**config.mk**
```make
export PLATFORM = sky130hd
export DESIGN_NAME = cfg_chain_loader
export DESIGN_NICKNAME = d
export VERILOG_FILES = /design/src/rtl/cfg_chain_loader_pkg.sv /design/src/rtl/cfg_chain_loader_crc16.sv /design/src/rtl/cfg_chain_loader.sv
export SDC_FILE = /design/constraint.sdc
export NUM_CORES = 1
export LEC_CHECK = 0
export CAP_MARGIN = 20
export CORE_MARGIN = 2
export CORE_UTILIZATION = 52
export DETAILED_ROUTE_END_ITERATION = 12
export GPL_ROUTABILITY_DRIVEN = 1
export GPL_TIMING_DRIVEN = 0
export PLACE_DENSITY = 0.75
export SYNTH_ARGS = -nofsm -noshare
export SYNTH_HDL_FRONTEND = slang
export SYNTH_SLANG_ARGS = --single-unit
export TNS_END_PERCENT = 50
```
**constraint.sdc**
```tcl
create_clock -name clk -period 1.7 [get_ports clk]
set_input_delay 0.34 -clock clk [delete_from_list [all_inputs] [get_ports clk]]
set_output_delay 0.34 -clock clk [all_outputs]
set_load 0.01 [all_outputs]
```
**src/rtl/cfg_chain_loader_pkg.sv**
```systemverilog
// Shared types and CRC-16-CCITT helper for the configuration chain loader.
package cfg_chain_loader_pkg;

    localparam logic [15:0] CRC_POLY = 16'h1021;
    localparam logic [15:0] CRC_INIT = 16'hFFFF;

    typedef enum logic [2:0] {
        ST_IDLE,
        ST_LOAD,
        ST_VERIFY,
        ST_DONE,
        ST_ERROR
    } state_e;

    // One MSB-first bit-serial step of CRC-16-CCITT.
    function automatic logic [15:0] crc16_step(input logic [15:0] crc, input logic bit_in);
        logic fb;
        fb = crc[15] ^ bit_in;
        return {crc[14:0], 1'b0} ^ (fb ? CRC_POLY : 16'h0000);
    endfunction

endpackage

```
**src/rtl/cfg_chain_loader_crc16.sv**
```systemverilog
// Bit-serial CRC-16-CCITT accumulator; clear reloads the seed and wins over en.
module crc16_serial #(
    parameter logic [15:0] INIT = 16'hFFFF
) (
    input  logic        clk,
    input  logic        rst,
    input  logic        clear,
    input  logic        en,
    input  logic        bit_in,
    output logic [15:0] crc
);
    import cfg_chain_loader_pkg::*;

    logic [15:0] crc_q;

    // NOTE: state registers are written with non-blocking assignments only, so every
    // always_ff samples the pre-edge value of every other register.
    always_ff @(posedge clk) begin
        if (rst) begin
            crc_q <= INIT;
        end else if (clear) begin
            crc_q <= INIT;
        end else if (en) begin
            crc_q <= crc16_step(crc_q, bit_in);
        end
    end

    assign crc = crc_q;

endmodule

```
**src/rtl/cfg_chain_loader.sv**
```systemverilog
// Shifts a byte-streamed bitstream into the serial config chain, recirculates it once
// to CRC-check the readback, and holds the fabric in reset until the check passes.
module cfg_chain_loader #(
    parameter int unsigned CHAIN_LEN = 176,
    parameter int unsigned CNT_W     = 8,
    parameter logic [15:0] CRC_INIT  = 16'hFFFF
) (
    input  logic       clk,
    input  logic       rst,
    input  logic       start,
    input  logic       abort,
    input  logic [7:0] s_data,
    input  logic       s_valid,
    output logic       s_ready,
    output logic       prog_en,
    output logic       prog_in,
    input  logic       prog_out,
    output logic       fabric_rst,
    output logic       busy,
    output logic       done,
    output logic       crc_err
);
    import cfg_chain_loader_pkg::*;

    localparam logic [CNT_W-1:0] LAST_BIT = CNT_W'(CHAIN_LEN - 1);

    state_e           state_q, state_d;
    logic [CNT_W-1:0] bit_cnt_q, bit_cnt_d;
    logic [7:0]       buf_q, buf_d;
    logic [2:0]       idx_q, idx_d;
    logic             buf_vld_q, buf_vld_d;
    logic             busy_q, done_q, crc_err_q, fabric_rst_q;

    logic             ld_shift, rb_shift, last_bit;
    logic             ld_clear, rb_clear;
    logic [15:0]      crc_ld, crc_rb;

    assign ld_shift = (state_q == ST_LOAD) && buf_vld_q;
    assign rb_shift = (state_q == ST_VERIFY);
    assign last_bit = (bit_cnt_q == LAST_BIT);

    assign s_ready    = (state_q == ST_LOAD) && !buf_vld_q;
    assign prog_en    = ld_shift || rb_shift;
    assign prog_in    = ld_shift ? buf_q[idx_q] : (rb_shift ? prog_out : 1'b0);
    assign busy       = busy_q;
    assign done       = done_q;
    assign crc_err    = crc_err_q;
    assign fabric_rst = fabric_rst_q;

    // NOTE: every signal written here gets a default first, so no path leaves it
    // unassigned and no latch is inferred.
    always_comb begin
        state_d   = state_q;
        bit_cnt_d = bit_cnt_q;
        buf_d     = buf_q;
        idx_d     = idx_q;
        buf_vld_d = buf_vld_q;
        ld_clear  = 1'b0;
        rb_clear  = 1'b0;

        case (state_q)
            ST_IDLE, ST_DONE, ST_ERROR: begin
                if (start) begin
                    state_d   = ST_LOAD;
                    bit_cnt_d = '0;
                    buf_vld_d = 1'b0;
                    idx_d     = 3'd0;
                    ld_clear  = 1'b1;
                end
            end
            ST_LOAD: begin
                if (ld_shift) begin
                    bit_cnt_d = bit_cnt_q + 1'b1;
                    idx_d     = idx_q + 3'd1;
                    if (idx_q == 3'd7) begin
                        buf_vld_d = 1'b0;
                    end
                    // Final chain bit: drop the rest of the byte and start readback.
                    if (last_bit) begin
                        state_d   = ST_VERIFY;
                        bit_cnt_d = '0;
                        buf_vld_d = 1'b0;
                        idx_d     = 3'd0;
                        rb_clear  = 1'b1;
                    end
                end else if (s_valid) begin
                    buf_d     = s_data;
                    idx_d     = 3'd0;
                    buf_vld_d = 1'b1;
                end
            end
            ST_VERIFY: begin
                bit_cnt_d = bit_cnt_q + 1'b1;
                if (last_bit) begin
                    bit_cnt_d = '0;
                    state_d   = (crc16_step(crc_rb, prog_out) == crc_ld) ? ST_DONE : ST_ERROR;
                end
            end
            default: state_d = ST_IDLE;
        endcase

        if (abort && (state_q == ST_LOAD || state_q == ST_VERIFY)) begin
            state_d   = ST_IDLE;
            bit_cnt_d = '0;
            buf_vld_d = 1'b0;
            idx_d     = 3'd0;
        end
    end

    // Status outputs are registered from the next state so they line up with it.
    always_ff @(posedge clk) begin
        if (rst) begin
            state_q      <= ST_IDLE;
            bit_cnt_q    <= '0;
            buf_q        <= 8'h00;
            idx_q        <= 3'd0;
            buf_vld_q    <= 1'b0;
            busy_q       <= 1'b0;
            done_q       <= 1'b0;
            crc_err_q    <= 1'b0;
            fabric_rst_q <= 1'b1;
        end else begin
            state_q      <= state_d;
            bit_cnt_q    <= bit_cnt_d;
            buf_q        <= buf_d;
            idx_q        <= idx_d;
            buf_vld_q    <= buf_vld_d;
            busy_q       <= (state_d == ST_LOAD) || (state_d == ST_VERIFY);
            done_q       <= (state_d == ST_DONE);
            crc_err_q    <= (state_d == ST_ERROR);
            fabric_rst_q <= (state_d != ST_DONE);
        end
    end

    crc16_serial #(.INIT(CRC_INIT)) u_crc_ld (
        .clk    (clk),
        .rst    (rst),
        .clear  (ld_clear),
        .en     (ld_shift),
        .bit_in (prog_in),
        .crc    (crc_ld)
    );

    crc16_serial #(.INIT(CRC_INIT)) u_crc_rb (
        .clk    (clk),
        .rst    (rst),
        .clear  (rb_clear),
        .en     (rb_shift),
        .bit_in (prog_out),
        .crc    (crc_rb)
    );

endmodule

```
Word-level counts from Yosys, hierarchy flattened:

Index checks and enable logic that the tools add are counted.

* bits in registers: 59
* word-level logic and storage cells: 86
* output and inout bits: 7
* input port bits: 14

* $add $sub $neg: 2
* bitwise operators: 5
* magnitude comparators: 1
* eq/ne operators: 16
* reduce and logical (&&, ||, !) cells: 18
* muxes and demuxes: 33

Operator list (count)
* bitwise XOR 16 bit: 2
* two-way mux 3 bit: 10
* two-way mux 13 bit: 2
* two-way mux 8 bit: 3
* case mux 8 bit (3 select lines): 1
* == test 16 bit: 1
* two-way mux 1 bit: 13
* == test 3 x 2 -> 1 bit, second input constant: 4
* == test 3 bit, second input constant: 3
* case mux 3 bit (3 select lines): 1
* AND reduction 3 bit: 3
* adder 8 x 1 -> 8 bit, second input constant: 1
* == test 8 bit, second input constant: 1
* == test 3 x 1 -> 1 bit, second input constant: 2
* case mux 3 bit (2 select lines): 1
* OR reduction 2 bit: 3
* less-than comparator 3 x 4 -> 1 bit, second input constant: 1
* != test 2 bit, second input constant: 2
* != test 4 x 3 -> 1 bit, second input constant: 1
* AND reduction 4 bit: 1
* adder 3 x 1 -> 3 bit, second input constant: 1
* binary-select mux 1 bit (select 3 bit): 1
* logical AND 1 bit: 3
* logical NOT 3 bit: 1
* 10 further kinds: 13

Depth between registers and ports, before layout:

* depth in word-level cells: 10
* mapped depth: 7
* mapped depth without buffers: 6

Cells and area by module:

Synthesis repeated with hierarchy kept, for this count alone.

* cells, all modules: 301
* area, all modules: 2826.5 um^2

By module, submodules not included
* cfg_chain_loader: sequential area each 540.5 um^2, instances 1, area each 1577.8 um^2, cells each 189
* crc16_serial: sequential area each 320.3 um^2, instances 2, area each 624.3 um^2, cells each 56

Worst setup path before layout:

No wires, ideal clock.

* path kind: register -> register
* from: register bit_cnt_q[0]
* to: register fabric_rst_q (netlist: fabric_rst)
* data required time: 1572 ps
* slack: -36 ps
* path buffers: 0
* stages on the path, launching flop included: 7
* library setup time: 128 ps
* arrival: 1608 ps
* period minus slack after synthesis: 1736 ps
* cell sequence: dfxtp_1 ha_1 nand4_1 nor4b_4 nand2_1 nor3_2 o21ai_0

* cells in the longest elaborated chain, start to end: 6
* elaborated cells between the ends (all ways): 7
* classes of those cells: eq/ne (2); mux (5)

RTL lines
* start, declared: line cfg_chain_loader.sv:28 `logic [CNT_W-1:0] bit_cnt_q, bit_cnt_d;`
* start signal, assigned: line cfg_chain_loader.sv:124 `bit_cnt_q <= bit_cnt_d;`
* == test 8 bit *: line cfg_chain_loader.sv:40 `assign last_bit = (bit_cnt_q == LAST_BIT);`
* two-way mux 3 bit: line cfg_chain_loader.sv:79 `if (last_bit) begin`
* two-way mux 3 bit: line cfg_chain_loader.sv:72 `if (ld_shift) begin`
* case mux 3 bit (3 select lines) *: line cfg_chain_loader.sv:61 `case (state_q)`
* two-way mux 3 bit *: line cfg_chain_loader.sv:102 `if (abort && (state_q == ST_LOAD || state_q == ST_VERIFY)) begin`
* != test 3 x 2 -> 1 bit *: line cfg_chain_loader.sv:131 `fabric_rst_q <= (state_d != ST_DONE);`
* end signal, assigned: line cfg_chain_loader.sv:131
* end, declared: line cfg_chain_loader.sv:32 `logic busy_q, done_q, crc_err_q, fabric_rst_q;`

Every way passes the cells marked *; elsewhere a longest branch is shown, timed or not.
A chain may end at the register's enable or synchronous reset.

Worst setup path in the final report:

* from: register state_q[2]
* to: output prog_in

* cells in the longest elaborated chain, start to end: 3
* elaborated cells between the ends (all ways): 5
* classes of those cells: eq/ne (2); mux (2); reduce/logical (1)

RTL lines
* start, declared: line cfg_chain_loader.sv:27 `state_e state_q, state_d;`
* start signal, assigned: line cfg_chain_loader.sv:123 `state_q <= state_d;`
* == test 3 x 2 -> 1 bit / == test 3 x 1 -> 1 bit (equally long branches): line cfg_chain_loader.sv:39, cfg_chain_loader.sv:38
* two-way mux 1 bit / logical AND 1 bit (equally long branches): line cfg_chain_loader.sv:44, cfg_chain_loader.sv:38
* two-way mux 1 bit *: line cfg_chain_loader.sv:44 `assign prog_in = ld_shift ? buf_q[idx_q] : (rb_shift ? prog_out : 1'b0);`
* end, declared: line cfg_chain_loader.sv:16 `output logic prog_in,`

Marked as above.

==> metrics.csv <==
metric,value,unit
Synth top area share,0.414,
setup_tns,-537,ps
Max IR drop VDD,0.836,mV
worst rel slew slack,0.710,
Post-Syn Instances,333,
initial antenna violation count,0,
clk sinks,59,
worst slew pin tran,435,ps
cts hold-fix bufs,0,
largest area contributor in the netlist,dfxtp_1,
DRT iter0 DRCs,125,
Total Wirelength,7.48,mm
CTS tree,done,
post-synth cell types,46,
Post-synth EDFFs,0,
Net Switching,0.721,mW
CP Max Fanout,3,
io pins,21,
Vert. Die Dim,78.1,um
failing checks,setup timing,
n_diodes,0,
via count,2634,
Clock Skew,7.56,ps
clock share of power,0.370,
die footprint,6090,um2
Setup-failing EPs final,10,
worst hold path class,reg2reg,
H-tree depth,3,
FILL cells,388,
row cnt,26,
vias per cell,5.64,
DP HPWL,4.35,mm
Ys Warns,0,
Final WS setup,-199,ps
GRT overflow,0,
WP data required,1360,ps
share of layout cells above drive strength 1,0.249,
clk buf depth,2,
maximum clock frequency,0.526,GHz
final hold violations,0,
"commonest non-fill, non-tap cell in the layout",nand2_1,
first-pass GRT wire length,11.5,mm
Initial Utilization,0.548,
pwr dens,740,nW/um2
Layout Nets,409,
Synth Register Bits,59,
IO buf count,20,
Detailed Routing Iterations Pass 1,4,
"Avg Cell Area, Syn",8.57,um2
net count after synthesis,350,
area delta synth->final,33.2,%
clock slew at reported path FFs,60,ps
Seq pwr share,0.508,
Avg WL per Cell,16.0,um
CP Data Arrival Time,1560,ps
GRT Total Usage,0.239,
Max Slew Vio Count,0,
sequential share of the synthesized area,0.414,
outcome,finished with violations,
"FFs w/ async S/R, synth",0,
synthesized area,2850,um2
Pint,2.09,mW
Comb pwr share,0.122,
maxcap violations,0,
DR WL met2,3.75,mm
RSZ-0062 raised after global routing,true,
CTS root buf,clkbuf_8,
Antenna Nets Post-Route,0,
Worst-Skew Late Latency,340,ps
DIE WIDTH,78.1,um
top routing layer in use,met4,
routability congestion estimate,0.862,
M1 wire length,3.20,mm
most frequent cells in the layout,"64 x nand2_1, 52 x dfxtp_1, 27 x buf_4, 27 x nand3_1, 23 x nor2_1",
Tcrit/Tclk final,1.12,
critical path type,reg2out,
Core ar.,5200,um2
"Top FF cell, synth",dfxtp_1,
Worst setup EP type,output port,
synth top area cells,"dfxtp_1 41%, nand2_1 8.8%, xor2_1 6.8%",
vias in the first global route,2484,
switching share of power,0.256,
P_leak,1.65,nW
final worst path period need,1900,ps
CP Launch Type,flop,
pin count of the biggest net entering global routing,11,
CTS buffer count,9,
worst hold margin,494,ps
detailed-route DRC error count,0,
metal3 WL,317,um
-- layout make-up --
cell class	count	area [um2]	area share
Buffer	12	97.6	0.0257
Clock buffer	13	139	0.0365
Clock inverter	3	15.0	0.00395
Multi-Input combinational cell	259	1800	0.474
Sequential cell	59	1200	0.316
Tap cell	70	87.6	0.0230
Timing Repair Buffer	51	457	0.120
-- registers in the layout (all words and copies together), names as in the netlist --
register and cells:
state_q 3, busy 1, crc_err 1, fabric_rst 1, bit_cnt_q 8, u_crc_rb.crc 16
idx_q 3, buf_q 8, done 1, u_crc_ld.crc 16, buf_vld_q 1
-- Yosys cell counts, types with 2 or more instances --
cell / number
o21ai_0: 3
nor2b_1: 2
xor2_1: 22
clkbuf_1: 6
nand2_1: 67
a22oi_1: 3
dfxtp_1: 59
nand2b_1: 10
nor3_1: 7
o21bai_1: 3
nor3_2: 2
o2111ai_1: 5
a21oi_1: 12
a2111o_1: 2
buf_4: 2
o311a_1: 2
nor2_1: 26
mux2i_1: 13
nor4_1: 2
o21a_1: 2
and2_1: 3
o211ai_1: 7
and3_1: 5
a31oi_1: 2
a21o_1: 4
nand3b_1: 5
buf_2: 7
xnor2_1: 4
ha_1: 3
nand3_1: 27
-- path summary, 6_finish.rpt --
check,start,to,slack [ps],depth (start not counted)
worst min-delay path,buf_q[2]$_SDFFE_PP0P_,buf_q[2]$_SDFFE_PP0P_,490,2
worst max-delay path,state_q[2]$_SDFF_PP0_,prog_in,-200,6
worst min register to register,buf_q[2]$_SDFFE_PP0P_,buf_q[2]$_SDFFE_PP0P_,490,2
worst max register to register,state_q[2]$_SDFF_PP0_,bit_cnt_q[5]$_SDFFE_PP0P_,-50,8
-- metrics by stage --
step	util	instance area [um2]	total power, mW	cells	setup WS (ps)
global route	0.730	3800	2.93	467	-260
floorplan	-	2860	1.61	333	3.20
CTS	0.683	3550	2.76	457	-220
detailed placement	0.604	3150	1.70	423	-675
finish	0.730	3800	2.81	467	-199
global placement	0.604	3150	1.69	423	-695
-- worst max-delay path, stage by stage (launching register included) --
cell and delay (ps):
dfxtp_2 320, buf_6 120, nor3b_4 180, buf_4 140, and2_4 130, a41o_1 190
buf_2 140
-- routing by layer --
layer / vias up / GRT usage
met4: 0 / 0.0982
met3: 22 / 0.0701
met1: 1255 / 0.286
met2: 73 / 0.402
met5: - / 0
li1: 1284 / -
-- cell families (layout without fill, tap and decap cells) --
| logic type | Yosys count | count (layout) | share of synthesized area |
|---|---|---|---|
| XOR/XNOR | 27 | 27 | 0.0855 |
| buffers and inverters | 15 | 79 | 0.0254 |
| adder cells (fa/ha/maj) | 3 | 3 | 0.0132 |
| flip-flops | 59 | 59 | 0.414 |
| AND/OR/NAND/NOR | 164 | 164 | 0.279 |
| AO/OA/AOI/OAI | 51 | 51 | 0.133 |
| multiplexers | 14 | 14 | 0.0496 |
-- power groups by stage --
stage | Clock, mW | Sequential, mW | Combinational, mW
finish | 1.04 | 1.43 | 0.342
global route | 1.14 | 1.43 | 0.368
CTS | 1.06 | 1.43 | 0.272
detailed placement | 0 | 1.46 | 0.238
global placement | 0 | 1.46 | 0.234
floorplan | 0 | 1.45 | 0.159
-- timing repair --
| action | 4_1_cts | 5_1_grt |
|---|---|---|
| buffers inserted | 19 | 13 |
| pin swaps | 5 | 16 |
| setup endpoints to repair | 50 | 52 |
| resized for setup | 46 | 50 |
Power figures use the tool's default switching activity.
